--- src/rtl/serin_shift_module_if.sv ---
// Signal bundle between the POKEY serial-input receiver and its host (timers, IRQ, SKSTAT).
// Handshake: data_ready rises when a byte lands in serin and holds until the host asserts irq_ack on an enp cycle; a new byte arriving first sets overrun.
interface serin_shift_module_if #(
  parameter int DATA_BITS = 8
);
  logic                 enp;
  logic                 bit_strobe;
  logic                 sid;
  logic                 async_mode;
  logic                 irq_ack;
  logic                 skres;
  logic [DATA_BITS-1:0] serin;
  logic                 data_ready;
  logic                 overrun;
  logic                 frame_err;
  logic                 busy;
  logic                 timer_rst;
  logic [1:0]           fsm_state;

  modport master (
    output enp, bit_strobe, sid, async_mode, irq_ack, skres,
    input  serin, data_ready, overrun, frame_err, busy, timer_rst, fsm_state
  );

  modport slave (
    input  enp, bit_strobe, sid, async_mode, irq_ack, skres,
    output serin, data_ready, overrun, frame_err, busy, timer_rst, fsm_state
  );
endinterface

--- src/rtl/serin_shift_module.sv ---
// POKEY SIO serial-input receiver: start-bit detect, LSB-first shift-in, stop check,
// SERIN load and sticky ready/overrun/framing status.
module serin_shift_module #(
  parameter int DATA_BITS = 8
) (
  input logic                 clk,
  input logic                 reset,
  serin_shift_module_if.slave bus
);
  localparam int CW = $clog2(DATA_BITS);

  typedef enum logic [1:0] {
    IDLE  = 2'd0,
    START = 2'd1,
    DATA  = 2'd2,
    STOP  = 2'd3
  } state_t;

  state_t               state;
  state_t               state_nx;
  logic                 sid_m;
  logic                 sid_s;
  logic                 sid_d;
  logic [DATA_BITS-1:0] shreg;
  logic [CW-1:0]        cnt;
  logic [DATA_BITS-1:0] serin_q;
  logic                 data_ready_q;
  logic                 overrun_q;
  logic                 frame_err_q;
  logic                 tick;
  logic                 timer_rst;
  logic                 shift_en;
  logic                 cnt_clr;
  logic                 stop_load;

  assign tick = bus.enp & bus.bit_strobe;

  // Synchronizer and edge-detect delay only advance on phase-enable cycles.
  always_ff @(posedge clk or posedge reset) begin
    if (reset) begin
      sid_m <= 1'b1;
      sid_s <= 1'b1;
      sid_d <= 1'b1;
    end else if (bus.enp) begin
      sid_m <= bus.sid;
      sid_s <= sid_m;
      sid_d <= sid_s;
    end
  end

  always_ff @(posedge clk or posedge reset) begin
    if (reset) state <= IDLE;
    else       state <= state_nx;
  end

  always_comb begin
    state_nx  = state;
    timer_rst = 1'b0;
    shift_en  = 1'b0;
    cnt_clr   = 1'b0;
    stop_load = 1'b0;
    case (state)
      IDLE: begin
        if (bus.async_mode) begin
          if (bus.enp && sid_d && !sid_s) begin
            timer_rst = 1'b1;
            state_nx  = START;
          end
        end else if (tick && !sid_s) begin
          cnt_clr  = 1'b1;
          state_nx = DATA;
        end
      end
      START: begin
        if (tick) begin
          if (!sid_s) begin
            cnt_clr  = 1'b1;
            state_nx = DATA;
          end else begin
            state_nx = IDLE;
          end
        end
      end
      DATA: begin
        if (tick) begin
          shift_en = 1'b1;
          if (cnt == CW'(DATA_BITS - 1)) state_nx = STOP;
        end
      end
      STOP: begin
        if (tick) begin
          stop_load = 1'b1;
          state_nx  = IDLE;
        end
      end
      default: state_nx = IDLE;
    endcase
  end

  always_ff @(posedge clk or posedge reset) begin
    if (reset) begin
      shreg <= '0;
      cnt   <= '0;
    end else begin
      if (cnt_clr)       cnt <= '0;
      else if (shift_en) cnt <= cnt + 1'b1;
      if (shift_en) shreg <= {sid_s, shreg[DATA_BITS-1:1]};
    end
  end

  // Clears are applied first so a same-cycle set overrides them.
  always_ff @(posedge clk or posedge reset) begin
    if (reset) begin
      serin_q      <= '0;
      data_ready_q <= 1'b0;
      overrun_q    <= 1'b0;
      frame_err_q  <= 1'b0;
    end else if (bus.enp) begin
      if (bus.irq_ack) data_ready_q <= 1'b0;
      if (bus.skres) begin
        overrun_q   <= 1'b0;
        frame_err_q <= 1'b0;
      end
      if (stop_load) begin
        serin_q      <= shreg;
        data_ready_q <= 1'b1;
        if (data_ready_q) overrun_q <= 1'b1;
        if (!sid_s) frame_err_q <= 1'b1;
      end
    end
  end

  assign bus.serin      = serin_q;
  assign bus.data_ready = data_ready_q;
  assign bus.overrun    = overrun_q;
  assign bus.frame_err  = frame_err_q;
  assign bus.busy       = (state != IDLE);
  assign bus.timer_rst  = timer_rst;
  assign bus.fsm_state  = state;
endmodule

--- src/flat_wrapper.sv ---
// flat-port wrapper written by rule: the top's interface ports become plain ports
module serin_shift_module_flat 
#(
  parameter int DATA_BITS = 8
)
  (clk, reset, bus_enp, bus_bit_strobe, bus_sid, bus_async_mode, bus_irq_ack, bus_skres, bus_serin, bus_data_ready, bus_overrun, bus_frame_err, bus_busy, bus_timer_rst, bus_fsm_state);
  serin_shift_module_if #(.DATA_BITS(DATA_BITS)) bus_i ();
  input logic clk;
  input logic reset;
  input wire logic [$bits(bus_i.enp)-1:0] bus_enp;
  input wire logic [$bits(bus_i.bit_strobe)-1:0] bus_bit_strobe;
  input wire logic [$bits(bus_i.sid)-1:0] bus_sid;
  input wire logic [$bits(bus_i.async_mode)-1:0] bus_async_mode;
  input wire logic [$bits(bus_i.irq_ack)-1:0] bus_irq_ack;
  input wire logic [$bits(bus_i.skres)-1:0] bus_skres;
  output wire logic [$bits(bus_i.serin)-1:0] bus_serin;
  output wire logic [$bits(bus_i.data_ready)-1:0] bus_data_ready;
  output wire logic [$bits(bus_i.overrun)-1:0] bus_overrun;
  output wire logic [$bits(bus_i.frame_err)-1:0] bus_frame_err;
  output wire logic [$bits(bus_i.busy)-1:0] bus_busy;
  output wire logic [$bits(bus_i.timer_rst)-1:0] bus_timer_rst;
  output wire logic [$bits(bus_i.fsm_state)-1:0] bus_fsm_state;
  assign bus_i.enp = bus_enp;
  assign bus_i.bit_strobe = bus_bit_strobe;
  assign bus_i.sid = bus_sid;
  assign bus_i.async_mode = bus_async_mode;
  assign bus_i.irq_ack = bus_irq_ack;
  assign bus_i.skres = bus_skres;
  assign bus_serin = bus_i.serin;
  assign bus_data_ready = bus_i.data_ready;
  assign bus_overrun = bus_i.overrun;
  assign bus_frame_err = bus_i.frame_err;
  assign bus_busy = bus_i.busy;
  assign bus_timer_rst = bus_i.timer_rst;
  assign bus_fsm_state = bus_i.fsm_state;
  serin_shift_module #(.DATA_BITS(DATA_BITS)) u_core (.clk(clk), .reset(reset), .bus(bus_i));
endmodule
--- config.mk ---
export PLATFORM = sky130hd
export DESIGN_NAME = serin_shift_module_flat
export DESIGN_NICKNAME = d
export VERILOG_FILES = /design/src/rtl/serin_shift_module_if.sv /design/src/rtl/serin_shift_module.sv /design/src/flat_wrapper.sv
export SDC_FILE = /design/constraint.sdc
export NUM_CORES = 1
export LEC_CHECK = 0
export ABC_AREA = 1
export CAP_MARGIN = 25
export CORE_ASPECT_RATIO = 1.4
export CORE_MARGIN = 1
export CORE_UTILIZATION = 45
export DETAILED_ROUTE_END_ITERATION = 7
export HOLD_SLACK_MARGIN = 0.05
export PLACE_DENSITY = 0.74
export SYNTH_ARGS = -nofsm -noshare
export SYNTH_HDL_FRONTEND = slang
export SYNTH_SLANG_ARGS = --single-unit
--- constraint.sdc ---
create_clock -name clk -period 1.15 [get_ports clk]
set_clock_uncertainty 0.05 [all_clocks]
set_input_delay 0.115 -clock clk [delete_from_list [all_inputs] [get_ports clk]]
set_output_delay 0.115 -clock clk [all_outputs]
set_load 0.01 [all_outputs]
---- After elaboration in Yosys (flattened, before gate mapping) ----
Index checks and enable logic that the tools add are counted.
storage, ports and cells
  bits in registers ....................... 27
  input port bits ......................... 8
  output and inout port bits .............. 15
  logic and storage cells ................. 63
operators by class
  add/sub/neg operators ................... 1
  equality and inequality tests ........... 10
  multiplexer cells ....................... 30
  bitwise logic cells ..................... 1
  reduce and logical (&&, ||, !) cells .... 11
operators with widths
  operator               number
  $mux W1                18
  $mux W2                8
  $ne A2 B1 Y1 const B   4
  $pmux W2 S4            1
  $mux W3                2
  $ne A3 B2 Y1 const B   2
  $reduce_and A6 Y1      1
  $reduce_bool A2 Y1     3
  $eq A2 B2 Y1 const B   2
  $reduce_and A2 Y1      2
  $add A3 B1 Y3 const B  1
  $eq A3 B3 Y1 const B   1
  $logic_and A1 B1 Y1    3
  $eq A2 B1 Y1 const B   1
  $logic_not A2 Y1       1
  $pmux W1 S2            1
  $and A1 B1 Y1          1
  $logic_not A1 Y1       1

---- Longest topological paths before layout ----
  word-level depth ........................ 6
  gate-level depth with buffers ........... 8
  gate-level depth less buffers ........... 7

---- Worst setup path after synthesis ----
OpenSTA, ideal clock, no wires.
  path type ............................... register -> register
  start point ............................. register u_core.state[0], in the netlist u_core.bus.fsm_state[0]
  end point ............................... register u_core.serin_q[7], in the netlist u_core.bus.serin[7]
  setup time .............................. 0.121 ns
  data arrival time ....................... 1.101 ns
  required time ........................... 0.979 ns
  setup slack ............................. -0.122 ns
  cell stages (with the launch flop) ...... 6
  path buffers ............................ 0
  period minus slack after synthesis ...... 1.272 ns
  cell sequence ........................... dfrtp_1 > inv_1 > nor3_4 > inv_4 > nand2_1 > o21ai_1
between the ends
  cells in the longest elaborated chain, start to end .. 3
RTL lines
  what                                line                       source
  from (decl)                         serin_shift_module.sv:19   state_t state;
  from (signal assigned)              serin_shift_module.sv:53   else state <= state_nx;
  $eq A2 B2 Y1                        serin_shift_module.sv:62   case (state)
  $mux W1                             serin_shift_module.sv:62
  $reduce_and A2 Y1 (no source line)  n/a
  to (signal assigned)                serin_shift_module.sv:125  serin_q <= shreg;
  to (decl)                           serin_shift_module.sv:26   logic [DATA_BITS-1:0] serin_q;
Every way passes these cells.
A chain may end at the register's enable or synchronous reset.

---- Worst setup path in the final report ----
  start point ............................. register u_core.sid_d
  end point ............................... output port bus_timer_rst
between the ends
  cells in the longest elaborated chain, start to end .. 5
RTL lines
  what                               line                      source
  from (decl)                        serin_shift_module.sv:23  logic sid_d;
  from (signal assigned)             serin_shift_module.sv:47  sid_d <= sid_s;
  $logic_and A1 B1 Y1 (2 in series)  serin_shift_module.sv:65  if (bus.enp && sid_d && !sid_s) begin
  $mux W1                            serin_shift_module.sv:65
  $mux W1                            serin_shift_module.sv:64  if (bus.async_mode) begin
  $mux W1                            serin_shift_module.sv:62
  to (decl)                          flat_wrapper.sv:21        output wire logic [$bits(bus_i.timer_rst)-1:0] bus_timer_rst;
Every way passes these cells.

==> qor.yml <==
timing:
  fmax_ghz: 0.7107
  maxSlewViolCount: 0
  hold_viol_final: 0
  setup_slack_ps: -257.2
  fin_crit_ps: 1407
  tightest_slew_ps: 267.7
  setup_viol: 24
  slew_headroom_pct: 82.10
  fin_crit_sh_pct: 122.4
  rsz0062_at_grt: "yes"
critical_path:
  cp_max_fo: 2
  worst_path_largest_cell_delay_ps: 560
  path_class: "reg -> out"
  reg2reg_from: "u_core.bus.fsm_state[1]$_DFFE_PP0P_"
  rr_endpoint: "u_core.bus.fsm_state[1]$_DFFE_PP0P_"
  cp-end-kind: "output port"
  worstPathArrival_ps: 1240
  r2r_slack_ps: -180
  rr_worst_depth: 8
  worst_path_most_repeated_cell: "nand2_1"
  crit_path_top_delay_cell: "dfstp_2"
  critPathRequiredTime_ps: 990
  crit_path_start_kind: "flop"
  crit_chain: "nand2_1 -> inv_1 -> nand2_1 -> nor2_1 -> buf_2"
route:
  first_pass_iters: 4
  detail-route-antenna-nets: 0
  drtIter0Drc: 55
  wl_per_cell_um: 12.53
  drc: 0
  post_drt_via_cell_ratio: 4.773
  vias: 1136
  wl_um: 2981
placed_design:
  dp_hpwl_um: 1712
  io_buffer_count: 22
  place.gp.congestion: 0.7359
  dp_slack_ps: -503.2
cts:
  cts_max_level: 1
  cts_made_buffers: 3
  path_clk_slew_ps: 150
  clkLatencyLatePin_ps: 330
  numClockSinks: 27
  cts_buffer_depth: 2
  cts_tree: "yes"
  root_buffer: "clkbuf_4"
power:
  seq_power_share_pct: 37.9
  p_leak_nw: 1.006
  pwr-share-clk_pct: 10.8
  ir_worst_vdd_v: 0.001542
  internal-power_mw: 2.412
  p_per_area_nw_per_um2: 2086
  p_switching_mw: 1.461
  power_mw: 3.873
  switching_share_pct: 37.73
  comb_power_share_pct: 51.3
synthesis:
  synth-seq-cells: 27
  yosys_warnings: 0
  synth_area_um2: 1185
  synth_fp_nets: 153
  synth_area_leaders: "dfrtp_1 51%, nand2_1 22%, dfstp_2 6.7%"
  yosys.cell_count.top_type: "nand2_1"
  yosysUniqueCellTypes: 17
  synth-edff-count: 0
  synth_top_area_share_pct: 50.69
  synth_seq_area_share_pct: 57.34
  avgSynthCellArea_um2: 8.286
  synth_top_cells_by_count: "69 x nand2_1, 24 x dfrtp_1, 11 x inv_1"
  synth_top_cell_by_area: "dfrtp_1"
  synthArstFlopShare_pct: 100.0
  netlist_instances: 143
  synthFlopType: "dfrtp_1"
grt:
  grt_start_max_net_pins: 28
  overflow: 0
  antenna_found_initial: 0
  grt_pass1_vias: 1031
  grt_pass1_wl_um: 4443
  grt.total_usage_pct: 21.07
run_status:
  status: "finished, violations left"
  failed_checks: "negative setup slack"
floorplan:
  die_w_um: 45.37
  start_util_pct: 48.49
  placementRows: 21
  dieArea_um2: 2845
  die_y_um: 62.72
  io_pins: 23
  fp.coreArea_um2: 2444
run:
  cap_violations: 0
worst_hold_path:
  hp-class: "in -> reg"
  holdPathEnd: "u_core.sid_m$_DFFE_PP1P_"
  min_from: "bus_enp"
  whs_path_depth: 4
final_layout:
  area_growth_pct: 56.71
  nNetsFinal: 215
  n_antenna_cell: 0
  layout-drive-gt1-share_pct: 47.55
  utilization_pct: 75.99
  fill_cells: 178
cells by family after synthesis:
logic type,share of synthesized area (%)
fa+ha+maj,2.112
simple gates,32.21
buf+inv,5.385
flops,57.34
compound gates,2.956
layout by cell type, fill, tap and decap left out, types with 3 or more instances in the layout:
cell type         n
clkdlybuf4s50_1   6
dfstp_2           3
nand2_2          19
inv_2             3
nand3_2           3
nor2_1            8
o21ai_2           3
buf_4            24
dfrtp_1          23
inv_1             7
buf_6            13
nand2_1          51
clkbuf_4          3
nand3_1           5
clkbuf_2         11
critical path: cells and delay by family, from the launching register on:
kind,cells,cell delay (ps)
and+or+nand+nor,3,180
DFF,1,560
buffers and inverters,2,170
repair_timing:
item,in CTS,in global routing
hold endpoints to repair,0,24
cloned,1,0
gates resized for setup,70,33
setup endpoints to repair,38,39
setup buffers,9,9
pin swaps,14,8
hold buffers,0,1
layout make-up:
cell class / count / area (um^2) / share of cell area, %
flip-flops and latches: 27 / 680.7 / 36.66
multi-input cells: 101 / 558.0 / 30.05
clock inverters: 1 / 5.005 / 0.2695
well taps: 34 / 42.54 / 2.291
clock buffers: 3 / 22.52 / 1.213
repair buffers: 59 / 490.5 / 26.42
inverters: 13 / 57.56 / 3.100
state kept, by name, indices dropped and copies added (netlist names):
name / cells
u_core.bus.serin: 8
u_core.bus.overrun: 1
u_core.bus.data_ready: 1
u_core.sid_d: 1
u_core.bus.fsm_state: 2
u_core.bus.frame_err: 1
u_core.sid_m: 1
u_core.cnt: 3
u_core.sid_s: 1
u_core.shreg: 8
metal layers:
metal	up-vias	GRT usage, %	part of all wire, %
li1	565	-	-
met1	532	24.38	41
met2	28	37.50	54
met3	11	2.601	2.4
met4	0	7.955	2.8
met5	-	0	0
power groups by stage:
stage,Clock (mW),Sequential [mW],Combinational [mW]
after floorplan,0,1.52,0.576
after global placement,0,1.43,1.33
after detailed placement,0,1.45,1.38
after CTS,0.429,1.45,1.67
after global routing,0.466,1.49,2.16
final,0.417,1.47,1.99
per-stage QoR:
step	hold WS (ps)	setup TNS [ps]	cell area [um^2]	cells
2_1_floorplan	115.4	-348.1	1189	143
4_1_cts	51.86	-1605	1772	229
6_report	118.2	-1960	1857	238
3_5_place_dp	408.4	-9525	1587	215
5_1_grt	129.9	-3497	1857	238
3_3_place_gp	401.3	-8717	1587	215
worst max-delay path by stage:
stage	from	end	slack [ps]	cells past startpoint
floorplan	u_core.bus.fsm_state[1]$_DFFE_PP0P_	u_core.bus.serin[7]$_DFFE_PP0P_	-40	5
global route	u_core.sid_d$_DFFE_PP1P_	bus_timer_rst	-340	5
CTS	u_core.sid_d$_DFFE_PP1P_	bus_timer_rst	-270	5
finish	u_core.sid_d$_DFFE_PP1P_	bus_timer_rst	-260	5
global placement	bus_enp	bus_timer_rst	-480	6
detailed placement	bus_enp	bus_timer_rst	-500	6
(Power assumes the default switching activity.)
